==> src/rtl/doorlock_guard.sv <==
// Supervisor for the doorlock FSM: opens the door on success, counts consecutive
// failures, and enforces a timed, blinking lockout while gating the user's start.
//
// state  | meaning
// -------+------------------------------------------------------------
// S_IDLE | waiting for an ok/fail edge; start follows start_req
// S_OPEN | door actuator on for OPEN_CYC cycles; start gated
// S_LOCK | lockout for LOCK_CYC cycles with blinking alarm; start gated
module doorlock_guard #(
  parameter int MAX_FAIL   = 3,
  parameter int OPEN_CYC   = 8,
  parameter int LOCK_CYC   = 16,
  parameter int BLINK_HALF = 2
) (
  input  logic       clk,
  input  logic       n_rst,
  input  logic       start_req,
  input  logic       ok,
  input  logic       fail,
  output logic       start,
  output logic       door_open,
  output logic       locked,
  output logic       alarm,
  output logic [3:0] fail_cnt
);

  localparam logic [3:0] MAX_FAIL_W   = 4'(MAX_FAIL);
  localparam logic [7:0] OPEN_CYC_W   = 8'(OPEN_CYC);
  localparam logic [7:0] LOCK_CYC_W   = 8'(LOCK_CYC);
  localparam logic [7:0] BLINK_LAST_W = 8'(BLINK_HALF - 1);

  typedef enum logic [1:0] {
    S_IDLE = 2'd0,
    S_OPEN = 2'd1,
    S_LOCK = 2'd2
  } state_t;

  state_t     state_q, state_d;
  logic       ok_q, fail_q;
  logic [7:0] timer_q, timer_d;
  logic [7:0] blink_q, blink_d;
  logic [3:0] fail_cnt_q, fail_cnt_d;
  logic       alarm_q, alarm_d;
  logic       door_open_q, door_open_d;
  logic       locked_q, locked_d;
  logic       ok_rise, fail_rise;
  logic [3:0] cnt_inc;

  assign ok_rise   = ok & ~ok_q;
  assign fail_rise = fail & ~fail_q;

  always_comb begin
    state_d    = state_q;
    timer_d    = timer_q;
    blink_d    = blink_q;
    fail_cnt_d = fail_cnt_q;
    alarm_d    = alarm_q;
    cnt_inc    = fail_cnt_q + 4'd1;

    case (state_q)
      S_IDLE: begin
        // a fail edge wins over a simultaneous ok edge
        if (fail_rise) begin
          fail_cnt_d = cnt_inc;
          if (cnt_inc == MAX_FAIL_W) begin
            state_d = S_LOCK;
            timer_d = LOCK_CYC_W;
            alarm_d = 1'b1;
            blink_d = 8'd0;
          end
        end else if (ok_rise) begin
          state_d    = S_OPEN;
          timer_d    = OPEN_CYC_W;
          fail_cnt_d = 4'd0;
        end
      end
      S_OPEN: begin
        timer_d = timer_q - 8'd1;
        if (timer_q == 8'd1) state_d = S_IDLE;
      end
      S_LOCK: begin
        timer_d = timer_q - 8'd1;
        if (blink_q == BLINK_LAST_W) begin
          blink_d = 8'd0;
          alarm_d = ~alarm_q;
        end else begin
          blink_d = blink_q + 8'd1;
        end
        if (timer_q == 8'd1) begin
          state_d    = S_IDLE;
          fail_cnt_d = 4'd0;
          alarm_d    = 1'b0;
        end
      end
      default: state_d = S_IDLE;
    endcase

    door_open_d = (state_d == S_OPEN);
    locked_d    = (state_d == S_LOCK);
  end

  always_ff @(posedge clk or negedge n_rst) begin
    if (!n_rst) begin
      state_q     <= S_IDLE;
      ok_q        <= 1'b0;
      fail_q      <= 1'b0;
      timer_q     <= 8'd0;
      blink_q     <= 8'd0;
      fail_cnt_q  <= 4'd0;
      alarm_q     <= 1'b0;
      door_open_q <= 1'b0;
      locked_q    <= 1'b0;
    end else begin
      state_q     <= state_d;
      ok_q        <= ok;
      fail_q      <= fail;
      timer_q     <= timer_d;
      blink_q     <= blink_d;
      fail_cnt_q  <= fail_cnt_d;
      alarm_q     <= alarm_d;
      door_open_q <= door_open_d;
      locked_q    <= locked_d;
    end
  end

  // state_q is IDLE during reset, so start tracks start_req then too
  assign start     = (state_q == S_IDLE) & start_req;
  assign door_open = door_open_q;
  assign locked    = locked_q;
  assign alarm     = alarm_q;
  assign fail_cnt  = fail_cnt_q;

endmodule
==> config.mk <==
export PLATFORM = sky130hd
export DESIGN_NAME = doorlock_guard
export DESIGN_NICKNAME = d
export VERILOG_FILES = /design/src/rtl/doorlock_guard.sv
export SDC_FILE = /design/constraint.sdc
export NUM_CORES = 1
export LEC_CHECK = 0
export CORE_MARGIN = 4
export CORE_UTILIZATION = 56
export DETAILED_ROUTE_END_ITERATION = 7
export GPL_TIMING_DRIVEN = 0
export PLACE_DENSITY_LB_ADDON = 0.3
export RECOVER_POWER = 100
export SYNTH_ARGS = -nofsm -noshare
export SYNTH_HDL_FRONTEND = slang
export SYNTH_SLANG_ARGS = --single-unit
==> constraint.sdc <==
create_clock -name clk -period 2.1 [get_ports clk]
set_input_delay 0.42 -clock clk [delete_from_list [all_inputs] [get_ports clk]]
set_output_delay 0.42 -clock clk [all_outputs]
set_load 0.01 [all_outputs]
==> results of run 1 <==
## state kept, by name (all words and copies together) (netlist names)
name / flops
blink_q: 8
timer_q: 8
fail_cnt: 4
state_q: 2
alarm: 1
door_open: 1
fail_q: 1
locked: 1
ok_q: 1
## layer usage
metal	share of wire (%)	global-route usage, %	vias up	wire, um
met5	0	0	-	0
met4	1.6	10.0	0	56
met1	45	24.5	676	1580
li1	-	-	682	-
met2	51	34.3	22	1770
met3	2.7	3.14	6	93
## metrics by stage
| step | setup TNS [ps] | cells | worst slack [ps] |
|---|---|---|---|
| after global routing | 0 | 227 | 2.27 |
| after floorplan | 0 | 175 | 167 |
| after detailed placement | -2860 | 218 | -356 |
| after global placement | -1810 | 218 | -246 |
| after CTS | -57.6 | 222 | -57.6 |
| final | 0 | 227 | 96.8 |
## area by class of cell
class / count / share of cell area (%)
well taps: 31 / 2.07
clock buffers: 3 / 1.20
plain buffers: 4 / 0.868
multi-input cells: 133 / 48.8
inverters: 11 / 2.20
flip-flops and latches: 27 / 36.2
repair buffers: 17 / 8.35
clock inverters: 1 / 0.267
## power groups by stage
stage	Sequential (mW)	Combinational, mW	Clock [mW]
final	0.523	0.0209	0.234
after global routing	0.523	0.0236	0.266
after CTS	0.523	0.0222	0.241
after detailed placement	0.532	0.0222	0
after global placement	0.532	0.0215	0
after floorplan	0.532	0.00295	0
## repair_timing
action,4_1_cts,5_1_grt
hold endpoints to repair,0,0
pin swaps,0,1
setup buffers,0,5
cloned,0,0
setup endpoints to repair,7,15
resized for setup,4,15
## critical path, stage by stage, from the launching register on
cell     delay (ps)
dfrtp_2         450
ha_2            220
nor3_2          200
a41oi_2         100
o31a_1          390
or4b_1          510
nand3_1         100
## placed cells by master (no fill, tap or decap), drive strengths merged, types with 3 or more instances in the layout
master | netlist | final
a21boi | 3 | 3
a21oi | 8 | 8
buf | 0 | 4
clkbuf | 4 | 8
dfrtp | 27 | 27
dlygate4sd3 | 0 | 9
ha | 9 | 9
inv | 11 | 11
nand2 | 18 | 18
nand2b | 7 | 7
nand3 | 9 | 9
nor2 | 13 | 13
nor2b | 4 | 4
nor3 | 4 | 4
o21ai | 15 | 15
o22ai | 3 | 3
o31ai | 5 | 5
or3 | 4 | 4
## path summary, 6_finish.rpt
kind	start	endpoint	slack, ps
max	fail_cnt[0]$_DFFE_PN0P_	blink_q[6]$_DFFE_PN0P_	100
min	fail	fail_q$_DFF_PN0_	540
max reg2reg	fail_cnt[0]$_DFFE_PN0P_	blink_q[6]$_DFFE_PN0P_	100
min reg2reg	alarm$_DFFE_PN0P_	alarm$_DFFE_PN0P_	570
max in group asynchronous	n_rst	fail_cnt[1]$_DFFE_PN0P_	500
min in group asynchronous	n_rst	blink_q[6]$_DFFE_PN0P_	780
## logic make-up (layout without fill, tap and decap cells)
kind of cell               after synthesis  in the layout  synth area share [%]
AOI/OAI and AO/OA                       52             52                  22.9
adders and majority gates                9              9                  7.04
xor gates and xnor gates                 1              1                 0.548
DFF                                     27             27                  42.3
and+or+nand+nor                         71             71                  23.7
buffers and inverters                   15             36                  3.52
## Yosys cell counts, drive strengths merged (2+ instances only)
master / count / area share [%]
a21boi: 3 / 1.4
a21oi: 8 / 2.5
a22o: 2 / 1.1
a41o: 2 / 1.3
and3: 2 / 0.78
clkbuf: 4 / 0.94
dfrtp: 27 / 42
ha: 9 / 7.0
inv: 11 / 2.6
nand2: 18 / 4.2
nand2b: 7 / 2.7
nand3: 9 / 2.8
nand3b: 2 / 0.94
nor2: 13 / 3.2
nor2b: 4 / 1.6
nor3: 4 / 1.3
o21ai: 15 / 4.7
o22ai: 3 / 1.2
o31a: 2 / 1.1
o31ai: 5 / 2.3
or3: 4 / 1.6
or4b: 2 / 1.5
==> summary.txt, run 1 <==
Global routing
  – Initial antenna violation count: 0
  – Vias in the first global route: 1313
  – GR Util All Layers: 20.1%
  – First-pass GRT wire length: 5710 um
  – Gr ovfl total: 0
  – Largest net degree at the start of global routing: 28

Floorplan
  – # rows: 19
  – # IOs: 13
  – Die Span Y: 61.4 um
  – Core area: 2730 sq um
  – Die area: 3770 sq um
  – Initial Util: 58.5%
  – Die width: 61.4 um

Drt
  – Avg WL per Cell: 15.4 um
  – DRT Pass-1 Iters: 4
  – Detail Route Antenna Nets: 0
  – Total wire length: 3500 um
  – Iter 0 DRT Violations: 74
  – Via count: 1386
  – DRC viols: 0
  – DR vias/cell: 6.11

Power
  – PwrDens: 415 nW/um^2
  – Clock power frac: 30.1%
  – Net Sw Frac: 22.8%
  – Design Power: 778 uW
  – Combinational power share: 2.7%
  – Pint: 601 uW
  – Max IR drop VDD: 0.447 mV
  – Fraction of power consumed by sequential logic: 67.2%
  – Leak Pwr: 0.846 nW
  – P_sw: 177 uW

Final layout
  – N_diodes: 0
  – Layout cells sized above 1: 11.7%
  – Storage element area: 678 sq um
  – Fin area: 1870 sq um
  – Multi-input logic area: 915 sq um
  – Final core utilization: 68.5%
  – Nets@finish: 211
  – FILL cells: 228
  – Layout area overhead: 17.1%

STA
  – Worst rel slew slack: 17.4%
  – Hold WS: 535 ps
  – Hold Violations, Final: 0
  – Worst-Margin Slew: 1230 ps
  – Clock Skew: 15.1 ps
  – RSZ-0062 raised after global routing: no
  – Setup Viol. Count Final: 0
  – Final Max Slew Viols: 0
  – Tmin final: 2000 ps
  – Fmax: 0.499 GHz
  – Fin crit share: 95.4%

Synthesis
  – Post-synth EDFFs: 0
  – Asr flop ratio synth: 100%
  – Syn Inst Count: 175
  – #FFs+latches synth: 27
  – Unique masters post-synth: 44
  – Synthesized area: 1600 sq um
  – Yosys Warn Count: 0
  – Synth Net Count: 189
  – Average size of a mapped cell: 9.14 sq um
  – Seq/Total Area, Yosys: 42.3%
  – Ys flop type: dfrtp_1

CTS
  – CTS root buf: clkbuf_4
  – H-tree depth: 1
  – Hold Buf Count CTS: 0
  – CTS Sinks: 27
  – CTS tree: yes
  – Clock Path Buffers: 2
  – Clock transition at path regs: 160 ps
  – Total CTS buffers: 3
  – Worst skew pair latency: 340 ps

Setup path
  – Arr. time, crit path: 2290 ps
  – Worst R2R Path Depth: 6
  – Startpoint types: flip-flop
  – Path type of the worst setup path: flip-flop to flip-flop
  – Worst endpoint required time: 2390 ps
  – Crit. End Element: flip-flop
  – CP Max Fanout: 5

Hold path
  – Worst hold path type: input pin to flip-flop
  – Hold depth: 1

Placed design
  – Detailed Place HPWL: 2480 um
  – Port buffer count: 12
  – Placed cell area: 1760 sq um
  – GPL Wtd Cong: 0.901

Job
  – Maxcap violations: 0

Run status
  – Status: finished clean
Power figures use the tool's default switching activity.
==> run 2: changes to the inputs <==
Settings changed: CORE_ASPECT_RATIO set to 2, CORE_UTILIZATION 56 to 45.
==> run 2 against run 1 <==
Net effect: core utilization down 13 points; die area up 23%; setup slack worse by 36 ps; non-clock buffer count down 5; flip-flop and latch count unchanged; combinational power about the same; cell area up 0.33%; largest power group unchanged; largest cell class unchanged.
==> summary.txt, run 2 (same netlist as run 1, synthesis figures left out) <==
Global routing
  – Initial antenna violation count: 0 (unchanged)
  – GR Util All Layers: 16.9% (-3.2 points)
  – Largest net degree at the start of global routing: 28 (unchanged)
  – Vias in the first global route: 1406 (+7.1%)
  – First-pass GRT wire length: 6170 um (+8.1%)
  – Gr ovfl total: 0 (unchanged)

Floorplan
  – Die Span Y: 92.3 um (+50%)
  – Core area: 3420 sq um (+25%)
  – Initial Util: 46.8% (-12 points)
  – Die area: 4630 sq um (+23%)
  – # rows: 30 (+11)
  – # IOs: 13 (unchanged)
  – Die width: 50.2 um (-18%)

Power
  – Max IR drop VDD: 0.321 mV (-28%)
  – Leak Pwr: 0.808 nW (-4.5%)
  – PwrDens: 445 nW/um^2 (+7.2%)

Final layout
  – Layout cells sized above 1: 11.0% (-0.74 points)
  – N_diodes: 0 (unchanged)
  – Final non-filler cell total: 239 (+5.3%)
  – Layout area overhead: 17.5%
  – Commonest cells after routing, fill and taps aside: dfrtp_1 (25), nand2_1 (18), nor2_1 (12), o21ai_0 (12), inv_1 (9)
  – FILL cells: 304 (+33%)
  – Fin area: 1880 sq um (+0.33%)
  – Most common cell after layout, fill and taps aside: dfrtp_1
  – Nets@finish: 206 (-2.4%)

CTS
  – CTS tree: yes
  – CTS root buf: clkbuf_8
  – CTS Sinks: 27 (unchanged)
  – Total CTS buffers: 3 (unchanged)
  – Hold Buf Count CTS: 0 (unchanged)
  – Clock Path Buffers: 2 (unchanged)
  – H-tree depth: 1 (unchanged)
  – Setup repair bufs after CTS: 0 (unchanged)
  – Clock transition at path regs: 90 ps (-70 ps)
  – Worst skew pair latency: 270 ps (-70 ps)

Drt
  – Detail Route Antenna Nets: 0 (unchanged)
  – Avg WL per Cell: 15.1 um (-2.2%)
  – Iter 0 DRT Violations: 63 (-15%)
  – Total wire length: 3600 um (+3.0%)
  – DRC viols: 0 (unchanged)
  – Via count: 1389 (+0.22%)
  – DR vias/cell: 5.81 (-4.8%)
  – DRT Pass-1 Iters: 4 (unchanged)

STA
  – Setup Viol. Count Final: 0 (unchanged)
  – Fmax: 0.490 GHz (-1.8%)
  – Tmin final: 2040 ps (+36.4 ps)
  – Clock Skew: 8.09 ps (-7.04 ps)
  – RSZ-0062 raised after global routing: no
  – Worst rel slew slack: 17.6% (+0.21 points)
  – Hold Violations, Final: 0 (unchanged)
  – Final worst slack: 60.4 ps (-36.4 ps)
  – Worst-Margin Slew: 1230 ps (-3.10 ps)
  – Fin crit share: 97.1% (+1.7 points)
  – Final Max Slew Viols: 0 (unchanged)

Setup path
  – Crit. End Element: flip-flop
  – Arr. time, crit path: 2190 ps (-100 ps)
  – CP Max Fanout: 5 (unchanged)
  – Startpoint types: flip-flop
  – Worst endpoint required time: 2250 ps (-140 ps)
  – Slowest cell on the critical path: or4b_1
  – Crit-path cells: inv_1 -> ha_1 -> or4b_1 -> or4_4 -> a21oi_1 -> o22ai_1
  – Slowest stage delay, CP: 510 ps (about the same)
  – Path type of the worst setup path: flip-flop to flip-flop

Placed design
  – Port buffer count: 12 (unchanged)
  – Placed cell area: 1780 sq um (+1.2%)
  – Detailed Place HPWL: 2710 um (+9.1%)
  – Worst slack, placed: -329 ps (+26.9 ps)
  – # placed instances: 235 (+7.8%)
  – GPL Wtd Cong: 0.798 (-11%)

Run status
  – Status: finished clean

Hold path
  – Worst hold path type: flip-flop to flip-flop

Job
  – Maxcap violations: 0 (unchanged)
-- run 2: where the power goes --
| part | total [mW] | leakage [nW] | switching, mW | internal [mW] |
|---|---|---|---|---|
| clock network | 0.293 | 0.0228 | 0.157 | 0.136 |
| logic | 0.0208 | 0.487 | 0.0138 | 0.00701 |
| registers | 0.522 | 0.299 | 0.000642 | 0.521 |
-- run 2: critical path, delay by kind of cell (launching register included) --
kind / cells / cell delay, ps
adder cells (fa/ha/maj): 1 / 140
buffers and inverters: 1 / 70
AND/OR/NAND/NOR: 2 / 980
flip-flops: 1 / 430
AO/OA/AOI/OAI: 2 / 290
-- run 2: final timing paths --
check / from / end / slack (ps) / depth (start not counted)
min in group asynchronous: n_rst / blink_q[3]$_DFFE_PN0P_ / 850 / 1
worst min-delay path: timer_q[2]$_DFFE_PN0P_ / timer_q[2]$_DFFE_PN0P_ / 580 / 1
worst max-delay path: blink_q[1]$_DFFE_PN0P_ / alarm$_DFFE_PN0P_ / 60 / 6
worst max register to register: blink_q[1]$_DFFE_PN0P_ / alarm$_DFFE_PN0P_ / 60 / 6
max in group asynchronous: n_rst / fail_cnt[1]$_DFFE_PN0P_ / 430 / 1
worst min register to register: timer_q[2]$_DFFE_PN0P_ / timer_q[2]$_DFFE_PN0P_ / 580 / 1
-- run 2: what timing repair did --
item / CTS / global route
pin swaps: 0 / 2
setup endpoints to repair: 6 / 13
gates resized for setup: 5 / 16
-- run 2: cell type report --
type	instances	area, sq um	share of cell area, %
timing repair buffer	12	120	6.39
inverter	11	41.3	2.20
multi-input combinational	133	918	48.9
tap	48	60.1	3.20
sequential	27	678	36.1
buffer	4	16.3	0.866
clock buffer	4	45.0	2.40
-- run 2: through the flow --
| step | util [%] | TNS [ps] | hold slack (ps) | total power [mW] |
|---|---|---|---|---|
| floorplan | - | 0 | 124 | 0.535 |
| global placement | 52.1 | -1990 | 540 | 0.554 |
| detailed placement | 52.1 | -2710 | 556 | 0.555 |
| CTS | 53.9 | -10.1 | 572 | 0.849 |
| global route | 55.0 | 0 | 589 | 0.871 |
| finish | 55.0 | 0 | 576 | 0.836 |
-- run 2: routing by layer --
metal  GRT usage (%)  part of all wire [%]
met5               0                     0
met4            7.85                   2.6
met3            1.77                   2.5
met2            32.6                    58
met1            17.1                    37
==> run 3: changes to the inputs <==
Settings changed: CORE_UTILIZATION 45 to 40, CTS_CLUSTER_SIZE set to 20.
==> run 3 against run 2 <==
Net effect: worst hold slack got worse by 5.5 ps; setup slack improved by 25 ps; non-clock buffer count increased by 5; global-route usage decreased by 1.2 points; routed wire length increased by 4.7%; register-to-register slack improved by 50 ps; sequential power about the same; critical endpoint is now start; highest routed layer unchanged.
==> summary.txt, run 3 (same netlist as run 1, synthesis figures left out) <==
Drt
  – Iter 0 DRT Violations: 38 (-40%)
  – DRC viols: 0 (unchanged)
  – DR vias/cell: 5.72 (-1.5%)
  – Total wire length: 3770 um (+4.7%)
  – DRT Pass-1 Iters: 4 (unchanged)
  – Avg WL per Cell: 15.3 um (+1.4%)
  – Via count: 1414 (+1.8%)
  – Detail Route Antenna Nets: 0 (unchanged)

STA
  – Fmax: 0.496 GHz (+1.2%)
  – Hold WS: 571 ps (-5.54 ps)
  – Setup Viol. Count Final: 0 (unchanged)
  – Hold Violations, Final: 0 (unchanged)
  – Worst-Margin Slew: 1230 ps (-5.22 ps)
  – Final Max Slew Viols: 0 (unchanged)
  – Fin crit share: 95.9% (-1.2 points)
  – Clock Skew: 3.36 ps (-4.73 ps)
  – Tmin final: 2010 ps (-24.8 ps)
  – Worst rel slew slack: 18.0% (+0.35 points)

Floorplan
  – Initial Util: 41.6% (-5.2 points)
  – # rows: 32 (+6.7%)
  – Die width: 52.7 um (+5.1%)
  – # IOs: 13 (unchanged)
  – Core area: 3840 sq um (+13%)
  – Die area: 5130 sq um (+11%)
  – Die Span Y: 97.4 um (+5.5%)

Global routing
  – Vias in the first global route: 1408 (+0.14%)
  – Gr ovfl total: 0 (unchanged)
  – First-pass GRT wire length: 6310 um (+2.2%)
  – GR Util All Layers: 15.7% (-1.2 points)
  – Largest net degree at the start of global routing: 28 (unchanged)
  – Initial antenna violation count: 0 (unchanged)

CTS
  – Clock transition at path regs: 90 ps (about the same)
  – CTS Sinks: 27 (unchanged)
  – Worst skew pair latency: 260 ps (about the same)
  – Clock Path Buffers: 2 (unchanged)
  – Total CTS buffers: 3 (unchanged)
  – CTS tree: yes
  – H-tree depth: 1 (unchanged)
  – CTS root buf: clkbuf_8

Power
  – Design Power: 828 uW (-0.91%)
  – Max IR drop VDD: 0.390 mV (+22%)
  – Clock power frac: 34.4% (-0.7 points)
  – Fraction of power consumed by sequential logic: 63.0% (+0.6 points)
  – Pint: 661 uW (-0.42%)
  – Net Sw Frac: 20.2% (-0.39 points)
  – P_sw: 167 uW (-2.8%)
  – Combinational power share: 2.6% (about the same)
  – Leak Pwr: 0.833 nW (+3.1%)
  – PwrDens: 430 nW/um^2 (-3.3%)

Setup path
  – Path type of the worst setup path: flip-flop to output pin
  – CP Max Fanout: 7 (+2)
  – Arr. time, crit path: 1590 ps (-600 ps)
  – R2r endpoint: alarm$_DFFE_PN0P_
  – Crit. End Element: output pin
  – Worst R2R Path Depth: 6 (unchanged)
  – Startpoint types: flip-flop
  – Worst endpoint required time: 1680 ps (-570 ps)
  – Worst R2R Start: blink_q[1]$_DFFE_PN0P_
  – R2R setup slack: 110 ps (+50 ps)

Job
  – Maxcap violations: 0 (unchanged)

Final layout
  – Layout area overhead: 20.4%
  – Final core utilization: 50.1% (-4.9 points)
  – Commonest cells after routing, fill and taps aside: dfrtp_1 (25), nand2_1 (18), o21ai_0 (13)
  – Final non-filler cell total: 247 (+3.3%)
  – Nets@finish: 211 (+2.4%)
  – Layout cells sized above 1: 14.3% (+3.3 points)
  – N_diodes: 0 (unchanged)
  – Most common cell after layout, fill and taps aside: dfrtp_1

Hold path
  – Hold Crit Start: alarm$_DFFE_PN0P_
  – Worst hold path type: flip-flop to flip-flop
  – Worst hold endpoint: alarm$_DFFE_PN0P_
  – Hold depth: 2 (+1)

Placed design
  – GPL Wtd Cong: 0.782 (-2.0%)
  – Port buffer count: 12 (unchanged)
  – # placed instances: 238 (+1.3%)
  – Detailed Place HPWL: 2840 um (+4.9%)

Run status
  – Status: finished clean
==> run 3: changes by cell type in the layout (fill, tap and decap cells not counted), sizes merged <==
cell,previous run,this run
buf,0,5
clkinv,0,1
clkdlybuf4s25,1,0
clkbuf,8,7
clkdlybuf4s50,4,5
==> run 3: how the worst max path moves through the flow <==
| stage | startpoint | to | slack (ps) | cells after the start |
|---|---|---|---|---|
| final | state_q[1]$_DFF_PN0_ | start | 90 | 4 |
| after global routing | fail | timer_q[7]$_DFFE_PN0P_ | -20 | 6 |
| after CTS | state_q[1]$_DFF_PN0_ | start | 3 | 4 |
| after detailed placement | fail | timer_q[7]$_DFFE_PN0P_ | -310 | 6 |
| after global placement | fail | timer_q[7]$_DFFE_PN0P_ | -280 | 6 |
| after floorplan | fail_cnt[0]$_DFFE_PN0P_ | blink_q[6]$_DFFE_PN0P_ | 170 | 6 |
==> run 3: timing repair <==
item | CTS | global route
endpoints found under the setup margin | 8 | 12
hold buffers | 0 | 0
buffers inserted | 0 | 5
resized for setup | 6 | 12
pin swaps | 0 | 2
==> run 3: final cells by class <==
type	count	area, sq um
fillers	372	1920
multi-input cells	133	922
flip-flops and latches	27	678
repair buffers	17	158
well taps	51	63.8
clock buffers	3	41.3
inverters	11	41.3
plain buffers	4	16.3
clock inverters	1	5.00
==> run 3: routing by layer <==
layer / vias up / global-route usage, % / routed length, um
li1: 677 / - / -
met1: 700 / 17.4 / 1390
met2: 29 / 29.0 / 2200
met3: 8 / 1.54 / 108
met4: 0 / 5.91 / 77
met5: - / 0 / 0
==> run 3: stage by stage <==
stage / setup slack [ps] / area (sq um) / TNS (ps)
2_1_floorplan: 167 / 1600 / 0
3_3_place_gp: -284 / 1780 / -2450
3_5_place_dp: -310 / 1780 / -3200
4_1_cts: 3.26 / 1850 / 0
5_1_grt: -21.4 / 1930 / -32.2
6_report: 85.2 / 1930 / 0
==> run 3: critical path: stages, from the launching register on <==
cell and delay [ps]:
dfrtp_1 420, inv_2 100, ha_4 160, and2_1 120, clkdlybuf4s50_1 520
==> run 3: power by group through the flow <==
stage               Combinational (mW)  Clock [mW]  Sequential, mW
global route                    0.0248       0.320           0.522
detailed placement              0.0225           0           0.532
CTS                             0.0227       0.297           0.522
finish                          0.0215       0.285           0.522
global placement                0.0220           0           0.532
floorplan                      0.00295           0           0.532
==> RTL edit: new RTL, settings of run 1 <==
`OPEN_CYC`: 8 -> 4.
--- a/src/rtl/doorlock_guard.sv
+++ b/src/rtl/doorlock_guard.sv
@@ -8,7 +8,7 @@
 // S_LOCK | lockout for LOCK_CYC cycles with blinking alarm; start gated
 module doorlock_guard #(
   parameter int MAX_FAIL   = 3,
-  parameter int OPEN_CYC   = 8,
+  parameter int OPEN_CYC   = 4,
   parameter int LOCK_CYC   = 16,
   parameter int BLINK_HALF = 2
 ) (
Function: changed (a bounded check fails within 10 cycles, from zero or initial values and one cycle with n_rst low).
==> RTL edit against run 1 <==
Cell area is 5.0% lower; sequential power hardly changed; worst setup slack worse by 0.021 ns; routed wire length is 7.2% lower; sequential cell count stayed put; count of clock-buffer cells in the layout stayed put; first-iteration DRC count is 14% higher; synthesized area is 3.4% lower; global-route usage is 1.1 points lower; non-clock buffer count is 5 lower; via count is 5.7% lower; power is 1.1% lower.
==> RTL edit: results (changes against run 1) <==
stage;metric;value;unit;change
sta;worst_pin_slew;1.18;ns;was 1.23 ns
logic_synthesis;ys_seq_area_frac;0.437;;was 0.423
logic_synthesis;synth_nets;179;;was 189
global_routing;grt_pass1_vias;1207;;was 1,313
place;dp_slack;-0.280;ns;was -0.356 ns
global_routing;grt_use_total;0.190;;was 0.201
worst_setup_path;crit_fanout;6;;was 5
worst_setup_path;r2r_cells;7;;was 6
power;peakVddDrop;0.396;mV;was 0.447 mV
status;status;complete, no violations;;unchanged
cells_and_area;layoutNonFillerInstCount;211;;was 227
clocking;clock-root-buffer;clkbuf_4;;unchanged
detailed_routing;viasPerCell;6.19;;was 6.11
detailed_routing;dr.pass1.iters;4;;unchanged
worst_setup_path;critPathMaxStageDelay;0.58;ns;was 0.51 ns
sta;skew;0.00468;ns;was 0.0151 ns
worst_setup_path;slowest_stage;dlygate4sd3_1;;was or4b_1
global_routing;grt_pass1_wl;5230;µm;was 5710 µm
hold_path;hold_path_end;timer_q[6];;was fail_q
detailed_routing;route.met2.wl;1670;µm;was 1770 µm
cells_and_area;drive_above_1_share;0.0884;;was 0.117
detailed_routing;drt_first_iter_violations;84;;was 74
detailed_routing;routed_wl;3250;µm;was 3500 µm
cells_and_area;fill_cells;208;;was 228
clocking;clkLatencyLatePin;0.32;ns;was 0.34 ns
worst_setup_path;reg2reg_to;blink_q[3];;was blink_q[6]
place;gp_congestion;0.881;;was 0.901
logic_synthesis;synth_commonest_cells;dfrtp_1 (27), nand2_1 (25), nand3_1 (15);;was dfrtp_1 (27), nand2_1 (18), o21ai_0 (15)
hold_path;hold_start;timer_q[6];;was fail
clocking;htreeDepth;1;;unchanged
hold_path;min_path_type;reg -> reg;;was in -> reg
logic_synthesis;synthCells;165;;was 175
place;dpl.hpwl;2360;µm;was 2480 µm
detailed_routing;m1WireLength;1460;µm;was 1580 µm
power;p_leak;0.793;nW;was 0.846 nW
detailed_routing;wl_met3;70;µm;was 93 µm
worst_setup_path;reg2reg_slack;0.09;ns;
logic_synthesis;synthTopCellsByArea;dfrtp_1 (44%), ha_1 (7.3%), nand2_1 (6.1%);;was dfrtp_1 (42%), ha_1 (7.0%), o21ai_0 (4.7%)
cells_and_area;layout.nets;196;;was 211
logic_synthesis;yosysUniqueCellTypes;41;;was 44
-- RTL edit: cell count changes after synthesis, moves of 4 or more --
cell	delta
nand3_1	+6
inv_1	-5
o21ai_0	-5
nor2_1	-7
nand2_1	+7
or3_1	-4
-- RTL edit: how the worst max path moves through the flow --
stage | from | endpoint | slack, ns | cells after the start
floorplan | fail_cnt[0] | timer_q[7] | 0.20 | 7
global placement | fail | timer_q[7] | -0.21 | 7
detailed placement | fail | timer_q[7] | -0.28 | 7
CTS | fail_cnt[0] | timer_q[7] | 0.08 | 7
global route | fail_cnt[0] | blink_q[4] | 0.01 | 7
finish | fail | blink_q[3] | 0.08 | 6
-- RTL edit: per-layer routing --
metal  global-route usage  up-vias
met2                0.346       19
li1                     -      638
met4               0.0588        0
met1                0.236      645
met3               0.0191        5
met5                    0        -
-- RTL edit: area by class of cell --
class | instances | share of cell area
multi-input combinational | 128 | 0.491
sequential | 27 | 0.380
timing repair buffer | 13 | 0.0710
tap | 30 | 0.0211
clock buffer | 3 | 0.0127
inverter | 6 | 0.0127
buffer | 3 | 0.00844
clock inverter | 1 | 0.00281
-- RTL edit: timing repair --
item | in CTS | in global routing
endpoints found under the setup margin | 3 | 9
buffers inserted | 1 | 0
resized for setup | 5 | 6
hold endpoints to repair | 0 | 0
-- RTL edit: worst reg2reg max path, cell delays in order, from the launching register on --
cell	delay, ns
dfrtp_2	0.48
inv_1	0.07
ha_1	0.13
and3b_1	0.24
o2111ai_4	0.19
and3_4	0.25
or4b_1	0.51
nand3_1	0.08
-- RTL edit: logic make-up (layout without fill, tap and decap cells) --
logic type,after synthesis,count (layout),share of synthesized area
and+or+nand+nor,78,78,0.279
AOI/OAI and AO/OA,38,38,0.166
DFF,27,27,0.437
buffers and inverters,10,26,0.0267
adders and majority gates,9,9,0.0729
muxes,2,2,0.0130
xor gates and xnor gates,1,1,0.00567
-- RTL edit: through the flow --
stage / hold WS, ns / area (µm²) / setup TNS, ns
floorplan: 0.124 / 1550 / 0
global placement: 0.473 / 1700 / -1.27
detailed placement: 0.487 / 1700 / -2.00
CTS: 0.519 / 1750 / 0
global route: 0.545 / 1780 / 0
finish: 0.521 / 1780 / 0
-- RTL edit: power by group --
group	internal [mW]	switching, mW
clock	0.0715	0.154
sequential	0.522	0.000711
combinational	0.00697	0.0137
total	0.600	0.169
